[src/rtl/pifo_reg_store.sv]
// pifo_reg_store: register-based PIFO entry store.
// The store holds up to REG_WIDTH (rank, meta) entries and presents them flat
// to an external combinational min-reduction tree. The tree root index comes
// back on min_idx_in and selects the entry to dequeue.
// Optional feature: define PIFO_REG_STATS_EN to build the saturating 32-bit
// dropped-insert counter on drop_cnt. Without it, drop_cnt is tied to zero.
module pifo_reg_store #(
  parameter int REG_WIDTH  = 4,
  parameter int DATA_WIDTH = 8,
  parameter int META_WIDTH = 10,
  parameter int IDX_WIDTH  = 2,
  parameter int CNT_WIDTH  = 3
) (
  input  logic                             clk,
  input  logic                             rst,
  input  logic                             ins_en,
  input  logic [DATA_WIDTH-1:0]            ins_rank,
  input  logic [META_WIDTH-1:0]            ins_meta,
  input  logic                             rem_en,
  input  logic [IDX_WIDTH-1:0]             min_idx_in,
  output logic [REG_WIDTH*DATA_WIDTH-1:0]  data_flat,
  output logic [REG_WIDTH*META_WIDTH-1:0]  meta_flat,
  output logic [REG_WIDTH*IDX_WIDTH-1:0]   idx_flat,
  output logic [REG_WIDTH-1:0]             vld_flat,
  output logic [DATA_WIDTH-1:0]            deq_rank,
  output logic [META_WIDTH-1:0]            deq_meta,
  output logic                             deq_vld,
  output logic                             full,
  output logic                             empty,
  output logic [CNT_WIDTH-1:0]             count,
  output logic [31:0]                      drop_cnt
);

  localparam logic [CNT_WIDTH-1:0] FULL_CNT = CNT_WIDTH'(REG_WIDTH);

  logic [DATA_WIDTH-1:0] rank_q [REG_WIDTH];
  logic [DATA_WIDTH-1:0] rank_d [REG_WIDTH];
  logic [META_WIDTH-1:0] meta_q [REG_WIDTH];
  logic [META_WIDTH-1:0] meta_d [REG_WIDTH];
  logic [REG_WIDTH-1:0]  vld_q, vld_d;
  logic [DATA_WIDTH-1:0] deq_rank_q, deq_rank_d;
  logic [META_WIDTH-1:0] deq_meta_q, deq_meta_d;
  logic                  deq_vld_q, deq_vld_d;
  logic [CNT_WIDTH-1:0]  count_q, count_d;
  logic                  full_q, full_d;
  logic                  empty_q, empty_d;

  logic                  rem_acc;
  logic                  ins_acc;
  logic [IDX_WIDTH-1:0]  free_idx;
  logic [IDX_WIDTH-1:0]  tgt_idx;

  assign rem_acc = rem_en & ~empty_q;
  assign ins_acc = ins_en & (~full_q | rem_acc);

  // The tree sees slot registers directly; the slot index fields are constant.
  for (genvar g = 0; g < REG_WIDTH; g++) begin : g_flat
    assign data_flat[g*DATA_WIDTH +: DATA_WIDTH] = rank_q[g];
    assign meta_flat[g*META_WIDTH +: META_WIDTH] = meta_q[g];
    assign idx_flat[g*IDX_WIDTH +: IDX_WIDTH]    = IDX_WIDTH'(g);
  end

  assign vld_flat = vld_q;
  assign deq_rank = deq_rank_q;
  assign deq_meta = deq_meta_q;
  assign deq_vld  = deq_vld_q;
  assign full     = full_q;
  assign empty    = empty_q;
  assign count    = count_q;

  // Pick the lowest free slot from start-of-cycle valid bits; when full, reuse the slot being removed.
  always_comb begin
    free_idx = '0;
    for (int i = REG_WIDTH - 1; i >= 0; i--) begin
      if (!vld_q[i]) free_idx = IDX_WIDTH'(i);
    end
    tgt_idx = full_q ? min_idx_in : free_idx;
  end

  // Next-state for slots, dequeue outputs and occupancy; removal is applied before insertion.
  always_comb begin
    rank_d     = rank_q;
    meta_d     = meta_q;
    vld_d      = vld_q;
    deq_rank_d = deq_rank_q;
    deq_meta_d = deq_meta_q;
    deq_vld_d  = rem_acc;
    if (rem_acc) begin
      vld_d[min_idx_in] = 1'b0;
      deq_rank_d        = rank_q[min_idx_in];
      deq_meta_d        = meta_q[min_idx_in];
    end
    if (ins_acc) begin
      rank_d[tgt_idx] = ins_rank;
      meta_d[tgt_idx] = ins_meta;
      vld_d[tgt_idx]  = 1'b1;
    end
    count_d = count_q + CNT_WIDTH'(ins_acc) - CNT_WIDTH'(rem_acc);
    full_d  = (count_d == FULL_CNT);
    empty_d = (count_d == '0);
  end

  // State register; reset discards any same-cycle insert or remove.
  always_ff @(posedge clk) begin
    if (rst) begin
      for (int i = 0; i < REG_WIDTH; i++) begin
        rank_q[i] <= '0;
        meta_q[i] <= '0;
      end
      vld_q      <= '0;
      deq_rank_q <= '0;
      deq_meta_q <= '0;
      deq_vld_q  <= 1'b0;
      count_q    <= '0;
      full_q     <= 1'b0;
      empty_q    <= 1'b1;
    end else begin
      for (int i = 0; i < REG_WIDTH; i++) begin
        rank_q[i] <= rank_d[i];
        meta_q[i] <= meta_d[i];
      end
      vld_q      <= vld_d;
      deq_rank_q <= deq_rank_d;
      deq_meta_q <= deq_meta_d;
      deq_vld_q  <= deq_vld_d;
      count_q    <= count_d;
      full_q     <= full_d;
      empty_q    <= empty_d;
    end
  end

`ifdef PIFO_REG_STATS_EN
  logic [31:0] drop_cnt_q;
  logic        drop;

  assign drop     = ins_en & full_q & ~rem_acc;
  assign drop_cnt = drop_cnt_q;

  // Count inserts rejected because the store was full, saturating at all-ones.
  always_ff @(posedge clk) begin
    if (rst) begin
      drop_cnt_q <= '0;
    end else if (drop && (drop_cnt_q != 32'hFFFF_FFFF)) begin
      drop_cnt_q <= drop_cnt_q + 32'd1;
    end
  end
`else
  assign drop_cnt = '0;
`endif

endmodule
[config.mk]
export PLATFORM = sky130hd
export DESIGN_NAME = pifo_reg_store
export DESIGN_NICKNAME = d
export VERILOG_FILES = /design/src/rtl/pifo_reg_store.sv
export SDC_FILE = /design/constraint.sdc
export NUM_CORES = 1
export LEC_CHECK = 0
export BUFFER_PORTS_ARGS = -buffer_cell sky130_fd_sc_hd__buf_2
export CAP_MARGIN = 20
export CORE_UTILIZATION = 45
export CTS_BUF_LIST = sky130_fd_sc_hd__clkbuf_8 sky130_fd_sc_hd__clkbuf_16
export DETAILED_ROUTE_END_ITERATION = 8
export HOLD_SLACK_MARGIN = 0.12
export PLACE_DENSITY = 0.71
export SYNTH_ARGS = -nofsm -noshare
export SYNTH_HDL_FRONTEND = slang
export SYNTH_SLANG_ARGS = --single-unit
[constraint.sdc]
create_clock -name clk -period 6.05 [get_ports clk]
set_clock_uncertainty 0.1 [all_clocks]
set_input_delay 1.21 -clock clk [delete_from_list [all_inputs] [get_ports clk]]
set_output_delay 1.21 -clock clk [all_outputs]
set_load 0.1 [all_outputs]
==> results of run 1 <==
-- critical path, cell delays in order --
cell and delay, ps:
buf_2 100, nand2b_1 570, inv_1 510, ha_1 430, inv_1 60, ha_1 130
inv_1 50, fa_1 370, xnor2_1 170, nor2_1 80, and3_1 240
-- placed cells by master, fill, tap and decap left out --
master	count
a211o_1	1
a211oi_2	1
a21oi_1	23
and2_1	2
and3_1	2
buf_2	123
buf_4	3
clkbuf_8	10
clkinv_2	1
clkinv_4	1
clkinvlp_4	2
conb_1	40
dfxtp_1	100
fa_1	1
ha_1	2
inv_1	6
inv_6	1
mux2i_1	72
mux4_2	18
nand2_1	41
nand2b_1	93
nand3_2	1
nand4b_1	1
nor2_1	6
o211a_1	1
o211ai_1	1
o21ai_0	2
o21ai_2	1
o21ba_2	1
o22a_1	1
o22ai_2	1
o31ai_1	2
o32ai_4	1
xnor2_1	1
xor2_1	1
-- cell families (layout without fill, tap and decap cells) --
family | after synthesis | after routing
multiplexers | 90 | 90
adder cells (fa/ha/maj) | 3 | 3
AO/OA/AOI/OAI | 36 | 36
AND/OR/NAND/NOR | 146 | 146
XOR/XNOR | 2 | 2
other | 2 | 40
buffers and inverters | 75 | 147
flip-flops | 100 | 100
-- registers in the layout, indices dropped and copies added, names as in the netlist --
signal / cells
vld_flat: 4
count: 3
deq_rank: 8
data_flat: 32
deq_meta: 10
empty: 1
deq_vld: 1
meta_flat: 40
full: 1
-- report_power, final --
| part | switching (mW) | total [mW] | internal [mW] |
|---|---|---|---|
| registers | 0.0686 | 0.815 | 0.746 |
| logic | 0.980 | 1.21 | 0.235 |
| clock network | 0.233 | 0.393 | 0.160 |
| total | 1.28 | 2.42 | 1.14 |
-- per-stage QoR --
step           setup WS, ps  hold slack [ps]
6_report               2290              354
5_1_grt                2050              379
4_1_cts                2250              356
3_5_place_dp           1860              344
3_3_place_gp           1990              344
2_1_floorplan          2860              788
-- area by class of cell --
| class | count | area (um2) | area share, % |
|---|---|---|---|
| flip-flops and latches | 100 | 2000 | 37.1 |
| well taps | 136 | 170 | 3.15 |
| repair buffers | 126 | 638 | 11.8 |
| multi-input cells | 317 | 2390 | 44.2 |
| clock inverters | 5 | 37.5 | 0.696 |
| inverters | 6 | 22.5 | 0.417 |
| clock buffers | 10 | 138 | 2.55 |
-- routing by layer --
metal  vias up  GRT usage (%)  share of wire, %  routed length (um)
li1       1648              -                 -                   -
met1      1625           25.9                45                4930
met2       112           32.8                48                5240
met3        14           4.05               5.0                 548
met4         0           6.84               1.5                 159
met5         -              0                 0                   0
-- worst max path at each step --
stage	endpoint	from	slack (ps)	cells after the start
floorplan	full$_SDFF_PP0_	rem_en	2860	12
global placement	full$_SDFF_PP0_	rem_en	1990	11
detailed placement	full$_SDFF_PP0_	rem_en	1860	11
CTS	full$_SDFF_PP0_	rem_en	2250	11
global route	full$_SDFF_PP0_	rem_en	2050	11
finish	full$_SDFF_PP0_	rem_en	2290	11
==> flow_summary.yaml, run 1 <==
critical_path:
  cp.arrival_ps: 3920
  critPathKind: "input port to flop"
  reg2reg_from: "empty$_SDFF_PP1_"
  endpoint_kind: "flop"
  r2r.worst_path.cells: 10
  critPathMaxFanout: 23
  cp-start-kind: "input port"
  worst_ep_required_time_ps: 6200
  r2r-end: "full$_SDFF_PP0_"
  reg2reg_slack_ps: 2840
clocking:
  clockRootBuffer: "clkbuf_8"
  cts_buffers: 9
  path_clk_slew_ps: 90
  clock_sinks: 100
  cts_buffer_depth: 2
  cts.repair.resized: 0
  postCtsHoldBufs: 0
  cts_setup_buffers: 0
  htree_levels: 3
  cts_tree: "built"
  insertion_delay_ps: 370
worst_hold_path:
  hold_path_end: "deq_meta[7]$_SDFFE_PP0P_"
  hold_path.class: "flop to flop"
  hold_depth: 2
  min_from: "deq_meta[7]$_SDFFE_PP0P_"
run_status:
  status: "completed"
logic_synthesis:
  synth.top_cells.by_area: "dfxtp_1, mux2i_1, nand2b_1"
  synth_area_leader_cell: "dfxtp_1"
  yosys_warnings: 0
  synth_common_cells: "dfxtp_1, nand2b_1, mux2i_1"
  synth_top_family_by_area: "multiplexers"
  synth.most_common_cell: "dfxtp_1"
  synthCells: 454
  ys_async_sr_fraction_pct: 0
  synth_ff_type: "dfxtp_1"
  synth_top_area_share_pct: 42.2
  synth_edf_count: 0
  synthMuxAreaShare_pct: 23.7
  synthAdderAreaFrac_pct: 0.949
  syn_area_per_cell_um2: 10.5
  synth-xor-area-share_pct: 0.369
  synth-compound-area-share_pct: 5.19
  synth_cell_type_count: 33
  yosys.area_share.simple_pct: 16.9
  seq_area_frac_synth_pct: 42.2
  synth-seq-cells: 100
  syn_area_um2: 4750
placement:
  port_buffers: 123
  place.gp.congestion: 0.765
  post_dp_cell_area_um2: 5220
  dp.cells: 685
  hpwl_mm: 7.69
floorplan:
  ios: 164
  start_util_pct: 46.2
  rows: 37
  core_area_um2: 10300
  die_area_um2: 11000
  die-width_um: 105
  die_h_um: 105
timing:
  rsz0062_at_grt: "false"
  drv_slew: 0
  final_hold_viol_count: 0
  fin_crit_sh_pct: 62.2
  setup_violations: 0
  finalCriticalPeriod_ps: 3760
  setup_tns_ps: 0
  relSlewSlack_pct: 33.8
  fmax_mhz: 266
  tightest_slew_ps: 992
global_route:
  grt_antenna_before_repair: 0
  grt-ovfl-total: 0
  grt_pass1_vias: 3252
  track_usage_pct: 19.9
  grt_pass1_wl_mm: 17.0
  grt_max_degree: 118
power:
  leakagePower_nw: 2.69
  peakVddDrop_uv: 291
  finalPower_mw: 2.42
  p_per_area_nw_per_um2: 449
finish:
  diodes: 0
  drive_gt1_share_pct: 29.3
  syn_to_final_growth_pct: 13.7
  n_fill_cell: 976
  instances_no_fill: 700
  final_area_um2: 5400
  fin_util_pct: 52.5
  nets: 587
drt:
  drcViolationCount: 0
  ant_nets: 0
  via_per_inst: 4.86
  totalWireLength_mm: 10.9
  first_pass_iters: 4
  vias: 3399
  drt_iter0_drc: 129
  wl_per_cell_um: 15.5
flow_run:
  drv_cap: 0
Power figures use the tool's default switching activity.
==> inputs of run 2 (changes only) <==
--- a/config.mk
+++ b/config.mk
@@ -11,7 +11,7 @@
 export CTS_BUF_LIST = sky130_fd_sc_hd__clkbuf_8 sky130_fd_sc_hd__clkbuf_16
 export DETAILED_ROUTE_END_ITERATION = 8
 export HOLD_SLACK_MARGIN = 0.12
-export PLACE_DENSITY = 0.71
+export PLACE_DENSITY = 0.74
 export SYNTH_ARGS = -nofsm -noshare
 export SYNTH_HDL_FRONTEND = slang
 export SYNTH_SLANG_ARGS = --single-unit
==> constraint.sdc (replaced) <==
create_clock -name clk -period 3.08 [get_ports clk]
set_clock_uncertainty 0.1 [all_clocks]
set_input_delay 0.616 -clock clk [delete_from_list [all_inputs] [get_ports clk]]
set_output_delay 0.616 -clock clk [all_outputs]
set_load 0.1 [all_outputs]
==> run 2 against run 1 <==
  * Non-clock buffer count is 8 higher
  * Critical path depth unchanged
  * Setup slack got worse by 1400 ps
  * Critical endpoint unchanged
  * Routed wire length grew 2.0%
  * Clock-buffer cell count up 3
  * Clock power up 130%
  * Largest power group unchanged
  * Cell count up 1.3%
  * Register-to-register slack lost 1900 ps
  * Combinational power rose by 100%
  * Cell area rose by 2.4%
==> flow_summary.yaml, run 2 (synthesized netlist as in run 1, its figures left out) <==
run_status:
  status: "completed"
clocking:
  clockRootBuffer: "clkbuf_8"
  cts.repair.resized: 0
  path_clk_slew_ps: 90
  cts_tree: "built"
  cts_setup_buffers: 0
  insertion_delay_ps: 370
  htree_levels: 3
  cts_buffer_depth: 2
  postCtsHoldBufs: 0
  cts_buffers: 9
  clock_sinks: 100
timing:
  fmax_mhz: 460
  setup_tns_ps: 0
  rsz0062_at_grt: "false"
  setup_violations: 0
  relSlewSlack_pct: 58.5
  final_hold_viol_count: 0
  tightest_slew_ps: 622
  fin_crit_sh_pct: 70.6
  finalCriticalPeriod_ps: 2170
  drv_slew: 0
  fin_ws_ps: 906
critical_path:
  cp_top_family: "adder cells"
  endpoint_kind: "flop"
  cpMaxStageDelayCell: "fa_1"
  critPathMaxFanout: 3
  critPathKind: "flop to flop"
  cp_cell_sequence: "nand2b_1 > nand2_1 > nand2_1 > ha_1 > inv_1 > ha_1 > inv_1 > fa_1 > xnor2_1 > nor2_1 > and3_1"
  worst_ep_required_time_ps: 3240
  critical_path_buf_inv_count: 2
  cp.arrival_ps: 2340
  slowest_delay_ps: 370
  cp-start-kind: "flop"
finish:
  drive_gt1_share_pct: 30.4
  n_fill_cell: 935
  syn_to_final_growth_pct: 16.5
  final_area_um2: 5530
  final_cell_mix: "buf_2, dfxtp_1, nand2b_1"
  final-seq-area_um2: 2000
  diodes: 0
  fin_util_pct: 53.8
  multiInputGateArea_um2: 2390
  nets: 595
  mostFrequentLayoutCell: "buf_2"
  largest_reg_flops: 40
flow_run:
  drv_cap: 0
drt:
  via_per_inst: 4.89
  drt_iter0_drc: 118
  first_pass_iters: 4
  drcViolationCount: 0
  ant_nets: 0
  vias: 3468
  wl_per_cell_um: 15.7
  totalWireLength_mm: 11.1
power:
  peakVddDrop_uv: 482
  leakagePower_nw: 2.76
  finalPower_mw: 4.94
  p_per_area_nw_per_um2: 893
floorplan:
  core_area_um2: 10300
  start_util_pct: 46.2
  die_area_um2: 11000
  die-width_um: 105
  die_h_um: 105
  ios: 164
  rows: 37
global_route:
  grt_pass1_vias: 3378
  grt-ovfl-total: 0
  grt_max_degree: 61
  grt_pass1_wl_mm: 17.7
  track_usage_pct: 20.6
  grt_antenna_before_repair: 0
placement:
  place.gp.congestion: 0.790
  port_buffers: 123
  place_ws_ps: 606
  hpwl_mm: 8.11
  post_dp_cell_area_um2: 5310
worst_hold_path:
  hold_path.class: "flop to flop"
## run 2: cell types whose count changed in the layout (fill, tap and decap cells not counted)
cell | previous run | this run
bufinv_16 | 0 | 1
clkinv_4 | 1 | 0
buf_12 | 0 | 2
clkbuf_8 | 10 | 13
inv_6 | 1 | 0
clkinvlp_4 | 2 | 1
buf_4 | 3 | 9
## run 2: layout make-up
class	count	share of cell area, %
Multi-Input combinational cell	317	43.2
Timing Repair Buffer	134	13.1
Clock buffer	13	3.24
Clock inverter	3	0.770
Sequential cell	100	36.2
Inverter	6	0.408
Tap cell	136	3.08
## run 2: path summary, 6_finish.rpt
| check | from | depth (start not counted) | endpoint | slack [ps] |
|---|---|---|---|---|
| worst min-delay path | deq_rank[1]$_SDFFE_PP0P_ | 2 | deq_rank[1]$_SDFFE_PP0P_ | 360 |
| worst min register to register | deq_rank[1]$_SDFFE_PP0P_ | 2 | deq_rank[1]$_SDFFE_PP0P_ | 360 |
| worst max-delay path | empty$_SDFF_PP1_ | 11 | full$_SDFF_PP0_ | 910 |
| worst max register to register | empty$_SDFF_PP1_ | 11 | full$_SDFF_PP0_ | 910 |
## run 2: per-layer routing
layer / vias up / wire length, um / GRT usage [%]
met1: 1674 / 4910 / 26.6
met3: 11 / 646 / 4.80
li1: 1674 / - / -
met5: - / 0 / 0
met4: 0 / 150 / 7.24
met2: 109 / 5390 / 33.8
## run 2: tightest hold or removal path, stage by stage (launching register included)
cell and delay (ps):
dfxtp_1 320, nand2_1 50, a21oi_1 50
## run 2: metrics by stage
stage / hold WS [ps] / std cells
floorplan: 737 / 492
global placement: 341 / 693
detailed placement: 345 / 693
CTS: 358 / 709
global route: 376 / 709
finish: 357 / 709
## run 2: power breakdown
part           switching, mW  total [mW]  internal, mW
logic                   1.93        2.42         0.491
registers              0.142        1.61          1.47
clock network          0.442       0.906         0.463
==> inputs of run 3 (changes only) <==
--- a/config.mk
+++ b/config.mk
@@ -5,13 +5,14 @@
 export SDC_FILE = /design/constraint.sdc
 export NUM_CORES = 1
 export LEC_CHECK = 0
+export ABC_AREA = 1
 export BUFFER_PORTS_ARGS = -buffer_cell sky130_fd_sc_hd__buf_2
 export CAP_MARGIN = 20
 export CORE_UTILIZATION = 45
 export CTS_BUF_LIST = sky130_fd_sc_hd__clkbuf_8 sky130_fd_sc_hd__clkbuf_16
 export DETAILED_ROUTE_END_ITERATION = 8
 export HOLD_SLACK_MARGIN = 0.12
-export PLACE_DENSITY = 0.74
+export PLACE_DENSITY = 0.7
 export SYNTH_ARGS = -nofsm -noshare
 export SYNTH_HDL_FRONTEND = slang
 export SYNTH_SLANG_ARGS = --single-unit
==> constraint.sdc (replaced) <==
create_clock -name clk -period 2.05 [get_ports clk]
set_clock_uncertainty 0.1 [all_clocks]
set_input_delay 0.41 -clock clk [delete_from_list [all_inputs] [get_ports clk]]
set_output_delay 0.41 -clock clk [all_outputs]
set_load 0.1 [all_outputs]
==> run 3 against run 2 <==
  * Routed wire length up 19%
  * Synthesized cell count rose by 57%
  * Die area grew 5.7%
  * Sequential cell count is the same
==> flow_summary.yaml, run 3 <==
floorplan:
  rows: 38
  die_area_um2: 11600
  start_util_pct: 46.3
  die-width_um: 108
  die_h_um: 108
  core_area_um2: 10800
  ios: 164
drt:
  drt_iter0_drc: 298
  ant_nets: 0
  totalWireLength_mm: 13.3
  wl_per_cell_um: 13.6
  drcViolationCount: 0
  vias: 4738
  first_pass_iters: 5
  via_per_inst: 4.87
logic_synthesis:
  synth_ff_type: "dfxtp_1"
  synth_common_cells: "nand2_1, nor2_1, dfxtp_1"
  synth.most_common_cell: "nand2_1"
  synth_cell_type_count: 33
  synth_edf_count: 0
  seq_area_frac_synth_pct: 39.9
  syn_area_um2: 5020
  synth_area_leader_cell: "dfxtp_1"
  synthCells: 715
  yosys_warnings: 0
  syn_area_per_cell_um2: 7.02
  ys_async_sr_fraction_pct: 0
  synth_top_area_share_pct: 39.9
  synth-seq-cells: 100
  synth.top_cells.by_area: "dfxtp_1, nand2_1, nor2_1"
timing:
  drv_slew: 0
  fmax_mhz: 495
  tightest_slew_ps: 519
  finalCriticalPeriod_ps: 2020
  rsz0062_at_grt: "true"
  worst_hold_slack_ps: 191
  final_hold_viol_count: 0
  relSlewSlack_pct: 65.7
  setup_violations: 0
  fin_crit_sh_pct: 98.5
finish:
  largest_reg_flops: 40
  diodes: 0
  nets: 857
  drive_gt1_share_pct: 22.4
  syn_to_final_growth_pct: 16.9
  n_fill_cell: 1106
  mostFrequentLayoutCell: "nand2_1"
  final_cell_mix: "nand2_1, nor2_1, buf_2"
clocking:
  clockRootBuffer: "clkbuf_8"
  postCtsHoldBufs: 0
  cts_buffers: 9
  cts.repair.resized: 0
  cts_buffer_depth: 2
  cts_tree: "built"
  path_clk_slew_ps: 100
  htree_levels: 3
  insertion_delay_ps: 370
  clock_sinks: 100
critical_path:
  cp_top_family: "adder cells"
  cp.arrival_ps: 2160
  cpMaxStageDelayCell: "dfxtp_4"
  cp_cell_sequence: "nor2_4 > o21ai_4 > ha_1 > inv_1 > ha_1 > inv_1 > fa_2 > xor2_1 > nor2_1 > a21oi_1"
  critPathKind: "flop to flop"
  cp-start-kind: "flop"
  critical_path_buf_inv_count: 2
  slowest_delay_ps: 360
  endpoint_kind: "flop"
  worst_ep_required_time_ps: 2190
  critPathMaxFanout: 4
global_route:
  grt_antenna_before_repair: 0
  grt-ovfl-total: 0
  grt_pass1_vias: 4182
  grt_max_degree: 57
  track_usage_pct: 23.8
  grt_pass1_wl_mm: 21.2
placement:
  port_buffers: 123
  place.gp.congestion: 0.780
  hpwl_mm: 8.82
run_status:
  status: "completed"
worst_hold_path:
  hold_path.class: "input port to flop"
flow_run:
  drv_cap: 0
run 3: cell count changes in the layout (fill, tap and decap cells not counted), sizes merged, moves of 18 or more:
cell    delta
nor2     +138
nand2    +121
nand2b    -93
inv       +81
mux2i     -72
nand3     +39
nand4     +19
mux4      -18
o21ai     +18
run 3: cells by family after synthesis:
group                      Yosys count  synth area share, %
buffers and inverters              166                 17.6
DFF                                100                 39.9
adders and majority gates            3                0.897
xor gates and xnor gates             2                0.349
other                                2                0.150
and+or+nand+nor                    366                 31.5
AOI/OAI and AO/OA                   76                 9.57
run 3: layout make-up:
class                   count  area (um2)  share of cell area [%]
clock buffers              10         138                    2.34
inverters                  87         329                    5.61
multi-input cells         487        2300                    39.1
repair buffers            145         843                    14.4
clock inverters             4        73.8                    1.26
well taps                 140         175                    2.98
flip-flops and latches    100        2010                    34.3
run 3: worst paths after layout:
path                           from                         end  slack [ps]  cells after the start
max                empty$_SDFF_PP1_            empty$_SDFF_PP1_          30                     10
max reg2reg        empty$_SDFF_PP1_            empty$_SDFF_PP1_          30                     10
min                     ins_meta[0]  meta_flat[30]$_SDFFE_PP0P_         190                      3
min reg2reg  vld_flat[2]$_SDFF_PP0_      vld_flat[2]$_SDFF_PP0_         390                      2
run 3: per-layer routing:
layer,up-vias,GRT usage (%),routed length (um)
li1,2392,-,-
met4,0,6.75,187
met1,2128,30.6,5830
met2,202,40.1,6160
met3,16,4.66,1080
met5,-,0,0
run 3: per-stage QoR:
| stage | instance area [um2] | std cells | TNS [ps] | util, % | setup WS [ps] |
|---|---|---|---|---|---|
| floorplan | 5190 | 753 | -499 | - | -181 |
| global placement | 5650 | 958 | -438 | 52.1 | -165 |
| detailed placement | 5650 | 958 | -529 | 52.1 | -191 |
| CTS | 5860 | 972 | 0 | 54.1 | 32.1 |
| global route | 5870 | 973 | -135 | 54.1 | -70.7 |
| finish | 5870 | 973 | 0 | 54.1 | 30.1 |
run 3: worst min-delay path, stage by stage:
cell	delay, ps
buf_2	100
nor2_1	40
nor2_1	80
run 3: repair_timing:
item                                    4_1_cts  5_1_grt
setup buffers                                 0        1
endpoints found under the setup margin        0        2
endpoints found under the hold margin         0        0
Power of run 3 is left out: the tool's default activity adds up to more than one toggle a clock period on the data nets, which glitch-free logic cannot reach.
